File: src/rtl/mconst_pkg.sv
// Shared definitions for the multi-beat constant assembler: FSM encoding,
// beat mode constants and default widths.
package mconst_pkg;

  typedef enum logic [1:0] {
    ST_IDLE    = 2'd0,
    ST_WAIT_HI = 2'd1,
    ST_OUT     = 2'd2
  } mconst_state_e;

  localparam logic MODE_ZEXT = 1'b0;
  localparam logic MODE_PAIR = 1'b1;

  localparam int IMM_W_DEF = 16;
  localparam int OUT_W_DEF = 32;

endpackage

File: src/rtl/mconst_zext.sv
// Zero-extends one immediate beat to the full result width.
module mconst_zext
  import mconst_pkg::*;
#(
  parameter int IMM_W = IMM_W_DEF,
  parameter int OUT_W = OUT_W_DEF
) (
  input  logic [IMM_W-1:0] imm,
  output logic [OUT_W-1:0] ext
);

  assign ext = {{(OUT_W-IMM_W){1'b0}}, imm};

endmodule

File: src/rtl/mconst_ctrl.sv
// Two-requester constant assembler: round-robin first-beat arbitration,
// single-beat zero-extend or two-beat low/high pairing, held result handshake.
//
// state      | meaning
// -----------+-------------------------------------------------------------
// ST_IDLE    | no result pending; arbitrate a first beat from either port
// ST_WAIT_HI | low half captured; only the owning port may send the high beat
// ST_OUT     | result valid and held until the consumer accepts it
module mconst_ctrl
  import mconst_pkg::*;
#(
  parameter int IMM_W = IMM_W_DEF,
  parameter int OUT_W = OUT_W_DEF
) (
  input  logic             clk,
  input  logic             reset_n,
  input  logic [1:0]       req_valid,
  input  logic [IMM_W-1:0] req_imm0,
  input  logic [IMM_W-1:0] req_imm1,
  input  logic             req_mode0,
  input  logic             req_mode1,
  output logic [1:0]       req_ready,
  output logic             out_valid,
  input  logic             out_ready,
  output logic [OUT_W-1:0] out,
  output logic             out_src,
  output logic [7:0]       done_count
);

  if (OUT_W != 2*IMM_W) begin : g_bad_width
    $error("mconst_ctrl: OUT_W must equal 2*IMM_W");
  end

  mconst_state_e    state_q, state_d;
  logic             rr_q, rr_d;
  logic             owner_q, owner_d;
  logic [IMM_W-1:0] lo_q, lo_d;
  logic [OUT_W-1:0] out_q, out_d;
  logic             out_src_q, out_src_d;
  logic [7:0]       done_q, done_d;

  logic             sel_idx;
  logic [IMM_W-1:0] imm_sel;
  logic             mode_sel;
  logic [OUT_W-1:0] zext_val;
  logic [1:0]       grant;

  // rr_q holds the last first-beat winner; the other port wins a tie.
  always_comb begin
    sel_idx = owner_q;
    if (state_q == ST_IDLE) begin
      sel_idx = (&req_valid) ? ~rr_q : req_valid[1];
    end
    imm_sel  = sel_idx ? req_imm1 : req_imm0;
    mode_sel = sel_idx ? req_mode1 : req_mode0;
  end

  mconst_zext #(
    .IMM_W (IMM_W),
    .OUT_W (OUT_W)
  ) u_zext (
    .imm (imm_sel),
    .ext (zext_val)
  );

  always_ff @(posedge clk or negedge reset_n) begin
    if (!reset_n) begin
      state_q   <= ST_IDLE;
      rr_q      <= 1'b1;
      owner_q   <= 1'b0;
      lo_q      <= '0;
      out_q     <= '0;
      out_src_q <= 1'b0;
      done_q    <= 8'd0;
    end else begin
      state_q   <= state_d;
      rr_q      <= rr_d;
      owner_q   <= owner_d;
      lo_q      <= lo_d;
      out_q     <= out_d;
      out_src_q <= out_src_d;
      done_q    <= done_d;
    end
  end

  always_comb begin
    state_d   = state_q;
    rr_d      = rr_q;
    owner_d   = owner_q;
    lo_d      = lo_q;
    out_d     = out_q;
    out_src_d = out_src_q;
    done_d    = done_q;
    grant     = 2'b00;
    case (state_q)
      ST_IDLE: begin
        if (|req_valid) begin
          grant[sel_idx] = 1'b1;
          rr_d           = sel_idx;
          if (mode_sel == MODE_PAIR) begin
            lo_d    = imm_sel;
            owner_d = sel_idx;
            state_d = ST_WAIT_HI;
          end else begin
            out_d     = zext_val;
            out_src_d = sel_idx;
            state_d   = ST_OUT;
          end
        end
      end
      ST_WAIT_HI: begin
        if (req_valid[owner_q]) begin
          grant[owner_q] = 1'b1;
          out_d          = {imm_sel, lo_q};
          out_src_d      = owner_q;
          state_d        = ST_OUT;
        end
      end
      ST_OUT: begin
        if (out_ready) begin
          done_d  = done_q + 8'd1;
          state_d = ST_IDLE;
        end
      end
      default: state_d = ST_IDLE;
    endcase
  end

  always_comb begin
    req_ready  = reset_n ? grant : 2'b00;
    out_valid  = (state_q == ST_OUT);
    out        = out_q;
    out_src    = out_src_q;
    done_count = done_q;
  end

endmodule

File: config.mk
export PLATFORM = sky130hd
export DESIGN_NAME = mconst_ctrl
export DESIGN_NICKNAME = d
export VERILOG_FILES = /design/src/rtl/mconst_pkg.sv /design/src/rtl/mconst_zext.sv /design/src/rtl/mconst_ctrl.sv
export SDC_FILE = /design/constraint.sdc
export NUM_CORES = 1
export LEC_CHECK = 0
export ABC_CLOCK_PERIOD_IN_PS = 3000
export CAP_MARGIN = 20
export CORE_MARGIN = 2
export CORE_UTILIZATION = 50
export DETAILED_ROUTE_END_ITERATION = 16
export PLACE_DENSITY = 0.89
export REMOVE_ABC_BUFFERS = 1
export SKIP_LAST_GASP = 1
export SYNTH_ARGS = -nofsm -noshare
export SYNTH_HDL_FRONTEND = slang
export SYNTH_HIERARCHICAL = 1
export SYNTH_SLANG_ARGS = --single-unit
File: constraint.sdc
create_clock -name clk -period 3 [get_ports clk]
set_input_delay 0.3 -clock clk [delete_from_list [all_inputs] [get_ports clk]]
set_output_delay 0.3 -clock clk [all_outputs]
set_load 0.02 [all_outputs]
==> flow_summary_export.csv, run 1 <==
group,metric,value,unit
sta,report.final.slew_viol_count,0,
final_layout,fillCellCount,532,
sta,timing.fmax,363,MHz
drt,routed_wl,8110,µm
sta,period_share,91.7,%
pwr,powerDensity,1120,mW/mm²
clocking,h-tree-depth,3,
synthesis,async_reset_ff_share,100,%
clocking,clk_pin_slew,0.07,ns
critical_path,worst-path-buf-inv,2,
synthesis,syn-cell-area,0.00348,mm²
sta,hold_viol,0,
synthesis,ys_warn_count,6,
synthesis,synth_area_leaders,"dfrtp_1 43%, mux2_2 20%, buf_4 6.9%",
critical_path,worstSetupPathType,"reg2out",
drt,detail_route.drc_violations,0,
clocking,cts_tree,"yes",
clocking,cts_sinks,61,
place,port-buffer-count,82,
floorplanning,die_w,87.4,µm
final_layout,post_route_cells_drive_above_1_share,24.3,%
sta,tns,0,ns
place,dp_hpwl,5550,µm
sta,worst_pin_slew,0.763,ns
clocking,cts_made_buffers,9,
clocking,cts_root_buf,"clkbuf_8",
sta,finClkSkew,0.00882,ns
synthesis,postSynthCellCount,326,
final_layout,multiInputGateArea,0.00160,mm²
final_layout,layout.nets,430,
critical_path,critPathMaxFanout,19,
synthesis,synth_top_area_share,43.1,%
synthesis,synth_seq_area_share,43.9,%
synthesis,ys_ff_latch,61,
clocking,cts_resized,0,
run_status,status,"complete, no violations",
critical_path,cp_slowest_cell,"clkdlybuf4s50_1",
clocking,clock_path_buffers,2,
drt,via_per_inst,5.78,
final_layout,postLayoutCoreUtil,65.0,%
floorplanning,pin_count,83,
synthesis,synth.avg_cell_area,10.7,µm²
grt,grt_max_degree,62,
final_layout,register_area,0.00153,mm²
floorplanning,design.die.area,0.00764,mm²
grt,grt_remaining_overflow,0,
flow_run,maxCapViolations,0,
critical_path,path_cells,"inv_2 > nand2_1 > a2111oi_0 > clkdlybuf4s50_1",
critical_path,arrival,2.45,ns
floorplanning,core_area,0.00676,mm²
drt,drt_iter0_markers,155,
critical_path,critical_path.max_stage_delay,0.70,ns
synthesis,yosysMostFrequentCell,"mux2_2",
clocking,post-cts-setup-buffers,0,
clocking,clk_latency,0.35,ns
drt,route.vias.total,2746,
final_layout,area_growth,26.3,%
final_layout,n_antenna_cell,0,
synthesis,synth_top_cells_by_count,"63 x mux2_2, 60 x dfrtp_1, 32 x buf_4",
floorplanning,die_y,87.4,µm
floorplanning,initial_core_util,51.5,%
pwr,leakagePower,1.84,nW
sta,slew_headroom,49.1,%
sta,grt_setup_unrepaired,"no",
synthesis,synth_edf_count,0,
place,gp_congestion,0.783,
drt,wire_per_inst,17.1,µm
clocking,ctsHoldBuffers,0,
critical_path,crit_family,"buffers and inverters",
critical_path,startpoint_type,"register",
drt,ant_nets,0,
min_path,worstHoldPathType,"in2async",
sta,setup_viol,0,
floorplanning,row_count,30,
grt,grt_antenna_before_repair,0,
synthesis,yosys_most_used_dff,"dfrtp_1",
drt,first_pass_iters,4,
critical_path,crit_required,2.70,ns
sta,min_period,2.75,ns
synthesis,synthDistinctLibCells,40,
synthesis,synth_area_leader_cell,"dfrtp_1",
critical_path,end_kind,"output port",
grt,track_usage,22.4,%
pwr,ir_drop,0.545,mV
grt,grt_pass1_wl,13000,µm
grt,grt_pass1_vias,2776,
-- cell families after synthesis --
group	synth area share [%]
AND/OR/NAND/NOR	6.58
buffers and inverters	12.0
AO/OA/AOI/OAI	13.6
flip-flops	43.9
XOR/XNOR	1.76
multiplexers	21.6
other	0.108
adder cells (fa/ha/maj)	0.360
-- where the power goes --
part           internal (mW)  total [mW]  switching, mW
Clock                  0.344       0.687          0.342
Combinational           1.36        2.69           1.33
Sequential              1.23        1.53          0.293
-- registers in the layout, indices dropped and copies added (netlist names) --
register    cells
done_count      8
lo_q           16
out            32
out_src         1
owner_q         1
rr_q            1
state_q         2
-- per-stage QoR --
stage	instance area [µm²]	hold slack, ns	total power [mW]	setup WS, ns	std cells
2_1_floorplan	3200	0.00441	3.10	0.181	289
3_3_place_gp	4200	0.461	4.10	0.516	458
3_5_place_dp	4200	0.486	4.21	0.446	458
4_1_cts	4390	0.143	4.91	0.284	474
5_1_grt	4390	0.197	5.20	0.150	475
6_report	4390	0.124	4.91	0.249	475
-- cells in the final DEF (no fill, tap or decap), types with 2 or more instances in the layout --
master,n
buf_4,6
conb_1,16
mux2_1,2
a21o_1,2
mux2i_1,2
and3b_1,2
clkbuf_8,11
nand4_1,2
nand3_1,3
inv_1,20
mux2_2,63
nor2_1,19
clkdlybuf4s50_1,81
clkinv_4,2
buf_12,2
dfrtp_1,60
clkinv_2,2
xnor2_1,6
nand2_1,20
o21ai_0,20
a41oi_1,16
o211ai_1,16
-- final timing paths --
| path | slack, ns | to | cells past startpoint | startpoint |
|---|---|---|---|---|
| max | 0.25 | req_ready[0] | 4 | state_q[1]$_DFFE_PN0P_ |
| max reg2reg | 0.48 | out[14]$_DFFE_PN0P_ | 5 | state_q[0]$_DFFE_PN0P_ |
| max in group asynchronous | 2.38 | lo_q[11]$_DFFE_PN0P_ | 2 | reset_n |
| min in group clk | 0.49 | done_count[7]$_DFFE_PN0P_ | 1 | done_count[7]$_DFFE_PN0P_ |
| min reg2reg | 0.49 | done_count[7]$_DFFE_PN0P_ | 1 | done_count[7]$_DFFE_PN0P_ |
| min | 0.12 | out[27]$_DFFE_PN0P_ | 2 | reset_n |
-- routing by layer --
layer | GRT usage (%) | vias up | routed length [µm]
met4 | 11.3 | 0 | 229
met3 | 6.54 | 23 | 649
li1 | - | 1238 | -
met2 | 36.0 | 123 | 4010
met5 | 0 | - | 0
met1 | 27.3 | 1362 | 3220
-- layout make-up --
type	instances	area share (%)
flip-flops and latches	61	34.8
repair buffers	90	20.5
well taps	80	2.28
inverters	21	1.79
clock buffers	11	3.45
clock inverters	5	0.797
multi-input cells	207	36.4
-- worst register-to-register path: cells and delay by family (launching register included) --
kind,cells,cell delay [ns]
and+or+nand+nor,2,0.70
muxes,1,0.38
buffers and inverters,1,0.25
DFF,1,0.71
AOI/OAI and AO/OA,1,0.36
Note: power is estimated with default switching activity, not from simulation.
==> inputs of run 2 (changes only) <==
Settings changed: SKIP_CTS_REPAIR_TIMING from default to 1.
==> results of run 2 <==
No change in the layout: final DEF, timing and power equal those of run 1.
==> inputs of run 3 (changes only) <==
Settings changed: SETUP_SLACK_MARGIN from default to 0.4.
==> flow_summary_export.csv, run 3 (same netlist as run 1, synthesis figures left out) <==
group,metric,value,unit
flow_run,maxCapViolations,0,
floorplanning,row_count,30,
place,placedCellCount,458,
drt,wire_per_inst,17.1,µm
final_layout,final_cell_mix,"81 x clkdlybuf4s50_1, 63 x mux2_2, 59 x dfrtp_1",
grt,grt_remaining_overflow,0,
critical_path,crit_required,2.70,ns
place,dp_hpwl,5550,µm
place,dp_slack,0.446,ns
final_layout,largest_reg_flops,32,
sta,setup_viol,0,
sta,tns,0,ns
clocking,h-tree-depth,3,
min_path,worstHoldPathType,"in2async",
critical_path,critPathMaxFanout,19,
sta,fin_ws,0.305,ns
pwr,powerDensity,1120,mW/mm²
pwr,finalPower,4.90,mW
sta,report.final.slew_viol_count,0,
final_layout,instances_no_fill,475,
final_layout,layout.nets,430,
clocking,cts_tree,"yes",
sta,min_period,2.69,ns
critical_path,crit_family,"buffers and inverters",
place,gp_congestion,0.783,
clocking,cts_made_buffers,9,
floorplanning,pin_count,83,
critical_path,startpoint_type,"register",
grt,grt_max_degree,62,
critical_path,worstSetupPathType,"reg2out",
critical_path,cp.depth,4,
critical_path,cp_slowest_cell,"clkdlybuf4s50_1",
critical_path,worst-path-buf-inv,2,
clocking,cts_root_buf,"clkbuf_8",
floorplanning,initial_core_util,51.5,%
floorplanning,design.die.area,0.00764,mm²
drt,via_per_inst,5.78,
final_layout,final_common_cell,"clkdlybuf4s50_1",
sta,worst_pin_slew,0.760,ns
clocking,cts_sinks,61,
sta,finClkSkew,0.00911,ns
drt,routed_wl,8100,µm
place,port-buffer-count,82,
final_layout,n_antenna_cell,0,
critical_path,arrival,2.39,ns
sta,slew_headroom,49.3,%
drt,ant_nets,0,
clocking,clk_latency,0.35,ns
pwr,ir_drop,0.545,mV
floorplanning,core_area,0.00676,mm²
drt,route.vias.total,2746,
final_layout,post_route_cells_drive_above_1_share,24.6,%
critical_path,timing.critical_path.from,"state_q[1]$_DFFE_PN0P_",
sta,period_share,89.8,%
critical_path,worstReg2RegStart,"state_q[0]$_DFFE_PN0P_",
run_status,status,"complete, no violations",
sta,grt_setup_unrepaired,"yes",
final_layout,area_growth,26.4,%
critical_path,rr_worst_depth,6,
pwr,leakagePower,1.84,nW
critical_path,end_kind,"output port",
grt,grt_antenna_before_repair,0,
grt,grt_pass1_vias,2776,
sta,timing.fmax,371,MHz
critical_path,critical_path.max_stage_delay,0.70,ns
final_layout,fillCellCount,533,
critical_path,rrSetupSlack,0.62,ns
critical_path,path_cells,"clkinv_2 > nand2_1 > a2111oi_0 > clkdlybuf4s50_1",
floorplanning,die_y,87.4,µm
grt,track_usage,22.4,%
critical_path,endpoint,"req_ready[0]",
drt,drt_iter0_markers,199,
critical_path,r2r_end,"out[14]$_DFFE_PN0P_",
clocking,clk_pin_slew,0.07,ns
drt,detail_route.drc_violations,0,
clocking,clock_path_buffers,2,
drt,first_pass_iters,4,
sta,hold_viol,0,
grt,grt_pass1_wl,13000,µm
floorplanning,die_w,87.4,µm
run 3: worst min-delay path by stage:
stage | endpoint | start | slack (ns)
global route | owner_q$_DFFE_PN0P_ | reset_n | 0.20
floorplan | done_count[0]$_DFFE_PN0P_ | reset_n | 0.004
CTS | out[25]$_DFFE_PN0P_ | reset_n | 0.14
global placement | done_count[7]$_DFFE_PN0P_ | done_count[7]$_DFFE_PN0P_ | 0.46
finish | out[27]$_DFFE_PN0P_ | reset_n | 0.12
detailed placement | out[27]$_DFFE_PN0P_ | out[27]$_DFFE_PN0P_ | 0.49
run 3: power breakdown:
| group | leakage, nW | switching, mW | internal [mW] |
|---|---|---|---|
| Sequential | 0.735 | 0.293 | 1.24 |
| Clock | 0.0953 | 0.340 | 0.344 |
| Combinational | 1.01 | 1.33 | 1.36 |
run 3: routing by layer:
metal  up-vias  wire [µm]  GRT usage, %
li1       1244          -             -
met1      1356       3230          27.3
met2       122       4030          36.0
met3        24        605          6.54
met4         0        238          11.3
met5         -          0             0
run 3: through the flow:
step	hold WS, ns	cell area, µm²	utilization, %
final	0.122	4400	65.1
after global routing	0.197	4400	65.1
after CTS	0.143	4390	64.9
after detailed placement	0.486	4200	62.2
after global placement	0.461	4200	62.2
after floorplan	0.00441	3200	-
run 3: cell type report:
| cell class | count | area (µm²) | area share (%) |
|---|---|---|---|
| clock buffers | 11 | 151 | 3.44 |
| flip-flops and latches | 61 | 1530 | 34.8 |
| clock inverters | 5 | 35.0 | 0.797 |
| repair buffers | 90 | 901 | 20.5 |
| well taps | 80 | 100 | 2.28 |
| multi-input cells | 207 | 1600 | 36.4 |
| inverters | 21 | 80.1 | 1.82 |
